### src/rtl/microram_pkg.sv
// Shared widths and controller state encoding for the microram burst path.
`default_nettype none
package microram_pkg;
  localparam int AW       = 9;
  localparam int DW       = 8;
  localparam int RD_DEPTH = 2;

  typedef enum logic [1:0] {
    IDLE  = 2'd0,
    WRITE = 2'd1,
    READ  = 2'd2,
    DRAIN = 2'd3
  } state_t;
endpackage
`default_nettype wire

### src/rtl/microram_rd_skid.sv
// Small read-return FIFO; absorbs RAM data already in flight while the consumer stalls.
`default_nettype none
module microram_rd_skid #(
  parameter int DW    = 8,
  parameter int DEPTH = 2,
  localparam int PW   = $clog2(DEPTH),
  localparam int CW   = $clog2(DEPTH + 1)
) (
  input  logic          clock,
  input  logic          reset_n,
  input  logic          push,
  input  logic [DW-1:0] push_data,
  input  logic          pop,
  output logic [DW-1:0] head,
  output logic [CW-1:0] count,
  output logic          empty
);
  logic [DW-1:0] mem [DEPTH];
  logic [PW-1:0] wr_ptr;
  logic [PW-1:0] rd_ptr;

  always_ff @(posedge clock or negedge reset_n) begin
    if (!reset_n) begin
      wr_ptr <= '0;
      rd_ptr <= '0;
      count  <= '0;
    end else begin
      if (push) wr_ptr <= wr_ptr + PW'(1);
      if (pop)  rd_ptr <= rd_ptr + PW'(1);
      case ({push, pop})
        2'b10:   count <= count + CW'(1);
        2'b01:   count <= count - CW'(1);
        default: count <= count;
      endcase
    end
  end

  // Storage needs no reset: the count alone decides what is valid.
  always_ff @(posedge clock) begin
    if (push) mem[wr_ptr] <= push_data;
  end

  assign head  = mem[rd_ptr];
  assign empty = (count == '0);
endmodule
`default_nettype wire

### src/rtl/microram_burst_ctrl.sv
// Burst initiator for the 512x8 synchronous RAM: one command at a time, streamed write
// channel in, back-pressurable read channel out.
`default_nettype none
module microram_burst_ctrl
  import microram_pkg::*;
#(
  parameter int AW       = microram_pkg::AW,
  parameter int DW       = microram_pkg::DW,
  parameter int RD_DEPTH = microram_pkg::RD_DEPTH
) (
  input  logic          clock,
  input  logic          reset_n,
  input  logic          cmd_valid,
  output logic          cmd_ready,
  input  logic          cmd_write,
  input  logic [AW-1:0] cmd_addr,
  input  logic [AW-1:0] cmd_len,
  input  logic          wr_valid,
  output logic          wr_ready,
  input  logic [DW-1:0] wr_data,
  output logic          rd_valid,
  input  logic          rd_ready,
  output logic [DW-1:0] rd_data,
  output logic          done,
  output logic [AW-1:0] ram_addr,
  output logic [DW-1:0] ram_din,
  output logic          ram_we,
  input  logic [DW-1:0] ram_dout
);
  localparam int CW = $clog2(RD_DEPTH + 1);

  state_t        state;
  state_t        state_next;
  logic [AW-1:0] pointer;
  logic [AW-1:0] remaining;
  logic [AW-1:0] addr_hold;
  logic          inflight;
  logic          done_q;
  logic [CW-1:0] count;
  logic          empty;
  logic          pop;
  logic          issue;
  logic          we;
  logic          drain_exit;
  logic [CW:0]   occupancy;

  assign pop       = rd_valid & rd_ready;
  // Entries that will be held after this edge; one more read may be issued below the limit.
  assign occupancy = {1'b0, count} + (CW + 1)'(inflight) - (CW + 1)'(pop);

  always_ff @(posedge clock or negedge reset_n) begin
    if (!reset_n) state <= IDLE;
    else          state <= state_next;
  end

  always_comb begin
    state_next = state;
    cmd_ready  = 1'b0;
    wr_ready   = 1'b0;
    we         = 1'b0;
    issue      = 1'b0;
    drain_exit = 1'b0;
    case (state)
      IDLE: begin
        cmd_ready = 1'b1;
        if (cmd_valid) state_next = cmd_write ? WRITE : READ;
      end
      WRITE: begin
        wr_ready = 1'b1;
        we       = wr_valid;
        if (wr_valid && remaining == '0) state_next = IDLE;
      end
      READ: begin
        issue = (occupancy < (CW + 1)'(RD_DEPTH));
        if (issue && remaining == '0) state_next = DRAIN;
      end
      DRAIN: begin
        // A pending push is exactly an in-flight read, so inflight covers both.
        if (empty && !inflight) begin
          drain_exit = 1'b1;
          state_next = IDLE;
        end
      end
      default: state_next = IDLE;
    endcase
  end

  always_ff @(posedge clock or negedge reset_n) begin
    if (!reset_n) begin
      pointer   <= '0;
      remaining <= '0;
      addr_hold <= '0;
      inflight  <= 1'b0;
      done_q    <= 1'b0;
    end else begin
      inflight  <= issue;
      done_q    <= (we && remaining == '0) || drain_exit;
      addr_hold <= ram_addr;
      if (state == IDLE && cmd_valid) begin
        pointer   <= cmd_addr;
        remaining <= cmd_len;
      end else if (we || issue) begin
        pointer   <= pointer + AW'(1);
        remaining <= remaining - AW'(1);
      end
    end
  end

  assign ram_we   = we;
  assign ram_addr = (we || issue) ? pointer : addr_hold;
  assign ram_din  = (state == WRITE) ? wr_data : '0;
  assign done     = done_q;
  assign rd_valid = ~empty;

  microram_rd_skid #(
    .DW    (DW),
    .DEPTH (RD_DEPTH)
  ) u_skid (
    .clock     (clock),
    .reset_n   (reset_n),
    .push      (inflight),
    .push_data (ram_dout),
    .pop       (pop),
    .head      (rd_data),
    .count     (count),
    .empty     (empty)
  );
endmodule
`default_nettype wire

### config.mk
export PLATFORM = sky130hd
export DESIGN_NAME = microram_burst_ctrl
export DESIGN_NICKNAME = d
export VERILOG_FILES = /design/src/rtl/microram_pkg.sv /design/src/rtl/microram_rd_skid.sv /design/src/rtl/microram_burst_ctrl.sv
export SDC_FILE = /design/constraint.sdc
export NUM_CORES = 1
export LEC_CHECK = 0
export CAP_MARGIN = 20
export CORE_ASPECT_RATIO = 1.25
export CORE_MARGIN = 5
export CORE_UTILIZATION = 53
export CTS_BUF_LIST = sky130_fd_sc_hd__clkbuf_8
export DETAILED_ROUTE_END_ITERATION = 16
export PLACE_DENSITY_LB_ADDON = 0.05
export SYNTH_ARGS = -nofsm -noshare
export SYNTH_HDL_FRONTEND = slang
export SYNTH_SLANG_ARGS = --single-unit
### constraint.sdc
create_clock -name clock -period 5.65 [get_ports clock]
set_input_delay 1.13 -clock clock [delete_from_list [all_inputs] [get_ports clock]]
set_output_delay 1.13 -clock clock [all_outputs]
set_load 0.005 [all_outputs]
Yosys cells after proc, flatten, opt, wreduce, memory -nomap -nowiden
Memory sizes are Yosys's and may differ from the RTL's.
Cells that the tools add are included.
- eq/ne operators: 9
- add/sub/neg operators: 8
- multiplexer cells: 21
- reduce and logical (&&, ||, !) cells: 14
- order comparisons: 1
- bitwise operators: 2
- operators with widths (kind ; count):
    $mux W9 ; 5
    $mux W2 ; 5
    $add A9 B1 Y9 const B ; 1
    $logic_not A9 Y1 ; 1
    $sub A9 B1 Y9 const B ; 1
    $mux W1 ; 8
    $mux W8 ; 1
    $ne A2 B2 Y1 const B ; 4
    $pmux W2 S4 ; 1
    $eq A2 B2 Y1 const B ; 3
    $logic_and A1 B1 Y1 ; 5
    $eq A2 B1 Y1 const B ; 2
    $logic_not A2 Y1 ; 2
    $pmux W2 S2 ; 1
    $reduce_and A4 Y1 ; 1
    $reduce_bool A2 Y1 ; 2
    $add A2 B1 Y3 ; 1
    $lt A3 B2 Y1 const B ; 1
    $sub A3 B1 Y3 ; 1
    $add A1 B1 Y1 const B ; 2
    $add A2 B1 Y2 const B ; 1
    $logic_or A1 B1 Y1 ; 2
    $sub A2 B1 Y2 const B ; 1
    $and A1 B1 Y1 ; 1
    other kinds (2) ; 2
- memory bits (writable): 16
- bits of input ports: 40
- register bits: 35
- memories kept: 1
- memory list (memory ; depth ; bits a word ; rd ports ; clocked after memory_dff ; wr ports ; line ; source):
    u_skid.mem ; 2 ; 8 ; 1 ; 0 ; 1 ; microram_rd_skid.sv:18 ; logic [DW-1:0] mem [DEPTH];

Longest topological paths before layout
Gate-level depths: netlist (run 1).
- depth after elaboration: 9
- mapped depth: 11

Hierarchy
Synthesis (run 1) repeated with hierarchy kept, for this count alone.
- cells, all modules: 232
- area, all modules: 2457.4 um2
- modules (own cells, without submodules) (module ; cells each ; area an instance (um2) ; seq. area each (um2) ; instances):
    microram_burst_ctrl ; 192 ; 1704.1 ; 775.7 ; 1
    microram_rd_skid ; 40 ; 753.2 ; 580.6 ; 1

Least setup slack after synthesis (run 1)
Ideal clock, no wire load.
- path type: input-to-output
- start point: in rd_ready
- end point: out ram_addr[0]
- data required time: 4520 ps
- buffers on the path: 1
- slack: 1575 ps
- arrival: 2945 ps
- stages: 10
- cells stage by stage: nand2_1 nor2_1 a21oi_1 nand2b_1 fa_1 xnor2_1 a41o_1 clkbuf_1 nand2_1 nand2_1
- longest elaborated chain between the ends: 6
- ends and longest elaborated chain (what ; line ; source):
    start, declared ; microram_burst_ctrl.sv:22 ; input logic rd_ready,
    $and A1 B1 Y1 ; microram_burst_ctrl.sv:47 ; assign pop = rd_valid & rd_ready;
    $sub A3 B1 Y3 ; microram_burst_ctrl.sv:49 ; assign occupancy = {1'b0, count} + (CW + 1)'(inflight) - (CW + 1)'(pop);
    $lt A3 B2 Y1 ; microram_burst_ctrl.sv:74 ; issue = (occupancy < (CW + 1)'(RD_DEPTH));
    $mux W1 ; microram_burst_ctrl.sv:63 ; case (state)
    $logic_or A1 B1 Y1 ; microram_burst_ctrl.sv:110 ; assign ram_addr = (we || issue) ? pointer : addr_hold;
    $mux W9 ; microram_burst_ctrl.sv:110 ;
    end, declared ; microram_burst_ctrl.sv:25 ; output logic [AW-1:0] ram_addr,
No other way between the ends.

Worst setup path after layout (run 1)
- start point: in rd_ready
- end point: out ram_addr[2]
The elaborated chain is that of the path after synthesis.

==> results of run 1 <==
through the flow:
stage / std cells / power [mW] / hold WS (ns) / instance area, sq um
after floorplan: 236 / 0.764 / 0.453 / 2480
after global placement: 353 / 0.926 / 0.443 / 3210
after detailed placement: 353 / 0.940 / 0.454 / 3210
after CTS: 361 / 1.16 / 0.479 / 3300
after global routing: 361 / 1.23 / 0.512 / 3300
final: 361 / 1.15 / 0.476 / 3300
worst min-delay path: stages, from the launching register on:
cell	delay, ns
dfrtp_1	0.33
nand2_1	0.04
nand2_1	0.07
registers in the layout, indices dropped and copies added (netlist names):
register,cells
u_skid.wr_ptr,1
remaining,9
addr_hold,9
u_skid.rd_ptr,1
state,2
pointer,9
u_skid.count,2
inflight,1
done,1
u_skid.mem,16
how the worst min path moves through the flow:
stage | end | cells past startpoint
floorplan | u_skid.wr_ptr$_DFFE_PN0P_ | 1
global placement | addr_hold[1]$_DFF_PN0_ | 2
detailed placement | addr_hold[2]$_DFF_PN0_ | 2
CTS | addr_hold[4]$_DFF_PN0_ | 2
global route | addr_hold[0]$_DFF_PN0_ | 2
finish | addr_hold[1]$_DFF_PN0_ | 2
final cells by class:
cell class | instances | area, sq um
flip-flops and latches | 51 | 1360
fillers | 335 | 1160
multi-input cells | 166 | 1040
repair buffers | 73 | 721
well taps | 58 | 72.6
clock buffers | 5 | 68.8
clock inverters | 3 | 27.5
inverters | 5 | 20.0
power groups by stage:
stage          Sequential [mW]  Combinational (mW)  Clock, mW
2_1_floorplan            0.537               0.227          0
3_3_place_gp             0.571               0.356          0
3_5_place_dp             0.572               0.367          0
4_1_cts                  0.565               0.372      0.226
5_1_grt                  0.581               0.412      0.242
6_report                 0.566               0.366      0.220
synthesized netlist by cell type, drive strengths merged (2+ instances only):
cell,instances,area share
dfrtp,35,0.35
nor3,7,0.014
clkbuf,8,0.012
inv,4,0.0060
or4,4,0.014
edfxtp,16,0.19
nand2b,2,0.0050
buf,6,0.015
nand3,8,0.016
or2,3,0.0076
nand2,37,0.057
and2,10,0.025
nand4,2,0.0050
a211oi,4,0.012
a311oi,4,0.014
and3,4,0.010
a31oi,5,0.013
o211ai,4,0.012
nor2,21,0.032
a21oi,7,0.014
or3,3,0.0096
mux2,9,0.042
nor2b,2,0.0050
o21ai,2,0.0040
ha,3,0.015
xnor2,4,0.014
nor3b,2,0.0060
o31ai,3,0.0091
cell families after synthesis:
family | after synthesis
xor gates and xnor gates | 5
buffers and inverters | 19
adders and majority gates | 4
AOI/OAI and AO/OA | 37
and+or+nand+nor | 111
muxes | 9
DFF | 51
metal layers:
layer	track usage	share of wire
met1	0.218	0.39
met2	0.333	0.55
met3	0.0406	0.046
met4	0.0410	0.0062
met5	0	0
cells in the final DEF (no fill, tap or decap), types with 3 or more instances in the layout:
master and count:
clkbuf_8 5, nor2_1 21, a31oi_1 5, inv_1 4, dfrtp_1 35, buf_4 4
a21oi_1 7, o211ai_1 4, nand3_1 8, or4_1 3, nand2_1 36, or2_2 3
and3_1 4, o31ai_1 3, mux2_2 8, and2_1 10, nor3_1 7, a311oi_1 4
xnor2_1 4, a211oi_1 4, clkdlybuf4s50_1 69, ha_1 3, edfxtp_1 16
==> flow_summary.yaml, run 1 <==
floorplanning:
  initial_utilization: 0.556
  die_w_um: 71.2
  fp.dieArea_sq_mm: 0.00616
  io-pin-count: 70
  core_region_area_sq_mm: 0.00446
  num_rows: 27
  chipHeight_um: 86.5
global_route:
  grt-ovfl-total: 0
  largest_net_degree_at_the_start_of_global_routing: 36
  grt_use_total: 0.183
  grt_pass1_vias: 1900
  first_pass_grt_wire_length_um: 9000
  grt_antenna_before_repair: 0
clock_network:
  cts-resized-gates: 0
  cts_root_buf: "clkbuf_8"
  cts_buffers: 5
  h-tree-depth: 2
  worst_skew_pair.late_latency_ns: 0.30
  clock_tree.buffer_depth: 2
  cts_hold_repair.buffers: 0
  cts_tree: "built"
  postCtsSetupRepairBufs: 0
  clkTransAtPathRegs_ns: 0.10
  cts.sink_count: 51
power_and_ir_drop:
  seq_power_share: 0.491
  powerDensity_mw_per_mm2: 349
  power_report.internal_total_mw: 0.782
  pwr-share-clk: 0.191
  power.ir.vdd_worst_v: 0.000210
  p_switching_mw: 0.370
  sw_frac_of_total: 0.321
  power.combinational.fraction: 0.318
  leakage_nw: 1.30
worst_setup_path:
  worst_setup_path_startpoint: "rd_ready"
  reg2reg_depth: 10
  cp_required_ns: 4.52
  critical_path.most_common_cell: "nand2_1"
  largest_stage_delay_worst_path_ns: 0.58
  timing.critical_path.to_type: "output port"
  worst_r2r_start: "u_skid.count[1]$_DFFE_PN0P_"
  setup.worst_path.start_class: "input pin"
  crit_path_end: "ram_addr[2]"
  worst-path-max-fanout: 16
  timing.rr.end: "remaining[7]$_DFFE_PN0P_"
  worst-setup-path-type: "input pin to output port"
  arrival_ns: 4.13
  cp_num_cells: 11
  critical_path.n_buffers_inverters: 2
  critical-path-slowest-cell: "a41o_1"
  path_cells: "clkdlybuf4s50_1, nand2_1, nor2_1, a21oi_1, nand2b_1, fa_1, xnor2_1, a41o_1, nand2_1, nand2_1, clkdlybuf4s50_1"
  timing.reg2reg.setup_slack_ns: 2.37
  worst_path_dominant_cell_family: "buffers and inverters"
final_layout:
  postLayoutCoreUtil: 0.741
  syn_to_final_growth_pct: 33.1
  final_layout_size_suffix_gt1_frac: 0.0990
  antenna_cells_inserted: 0
  finalNetCount: 346
logic_synthesis:
  synth.yosys.seq_area_share: 0.547
  synth.ff_latch_count: 51
  netlist-cell-type-count: 52
  synthesis.yosys.warnings: 0
  synthFlopType: "dfrtp_1"
  synth_fa_ha_area_frac: 0.0232
  yosys.area_share.simple: 0.226
  synth.mux.area_fraction: 0.0424
  synth_xor_area_frac: 0.0177
  synth_top_family_by_area: "simple AND/OR/NAND/NOR gates"
  postSynthNetCount: 280
  syn_avg_cell_area_sq_um: 10.5
  synth_async_sr_flop_share: 0.686
  mappedNetlistArea_sq_mm: 0.00248
  syn_inst: 236
  area_fraction_in_compound_gates_after_synthesis: 0.109
  synth_enable_flop_cells: 16
route:
  vias: 1989
  routed_wl_um: 5470
  drt.antenna.violating_nets: 0
  number_of_detailed_route_iterations_in_the_first_pass: 4
  number_of_design_rule_violations_left_after_detail_routing: 0
  routedWlPerCell_um: 15.1
  detail_route.iter0.violations: 94
  avgViaCountPerCell: 5.51
sta:
  setup_tns_ns: 0
  worst_slew_margin_rel: 0.529
  setup_repair_after_global_routing_missed_its_margin: "false"
  finalMaxSlewViolations: 0
  fin_crit_sh: 0.930
  report.final.hold_viol_count: 0
  setup_ws_ns: 0.393
  max_clock_skew_ns: 0.00455
  setup_viol: 0
  post-route-min-period_ns: 5.26
  achievable-frequency_ghz: 0.190
  max_slew.worst_pin.slew_ns: 0.706
placed_design:
  post-place-ws_ns: 0.387
  io_buffer_count: 69
  place.gp.congestion: 0.792
  dp.final_hpwl_um: 3940
worst_hold_path:
  hold_class: "register to register"
  min-delay-start: "addr_hold[1]$_DFF_PN0_"
job:
  max_cap_violations: 0
run_status:
  status: "finished, final reports clean"
(Power assumes the default switching activity.)
==> run 2, diff against run 1 <==
- SKIP_CTS_REPAIR_TIMING: unset -> 1
- SKIP_LAST_GASP: unset -> 1
==> results of run 2 <==
No change in the layout: final DEF, timing and power equal those of run 1.
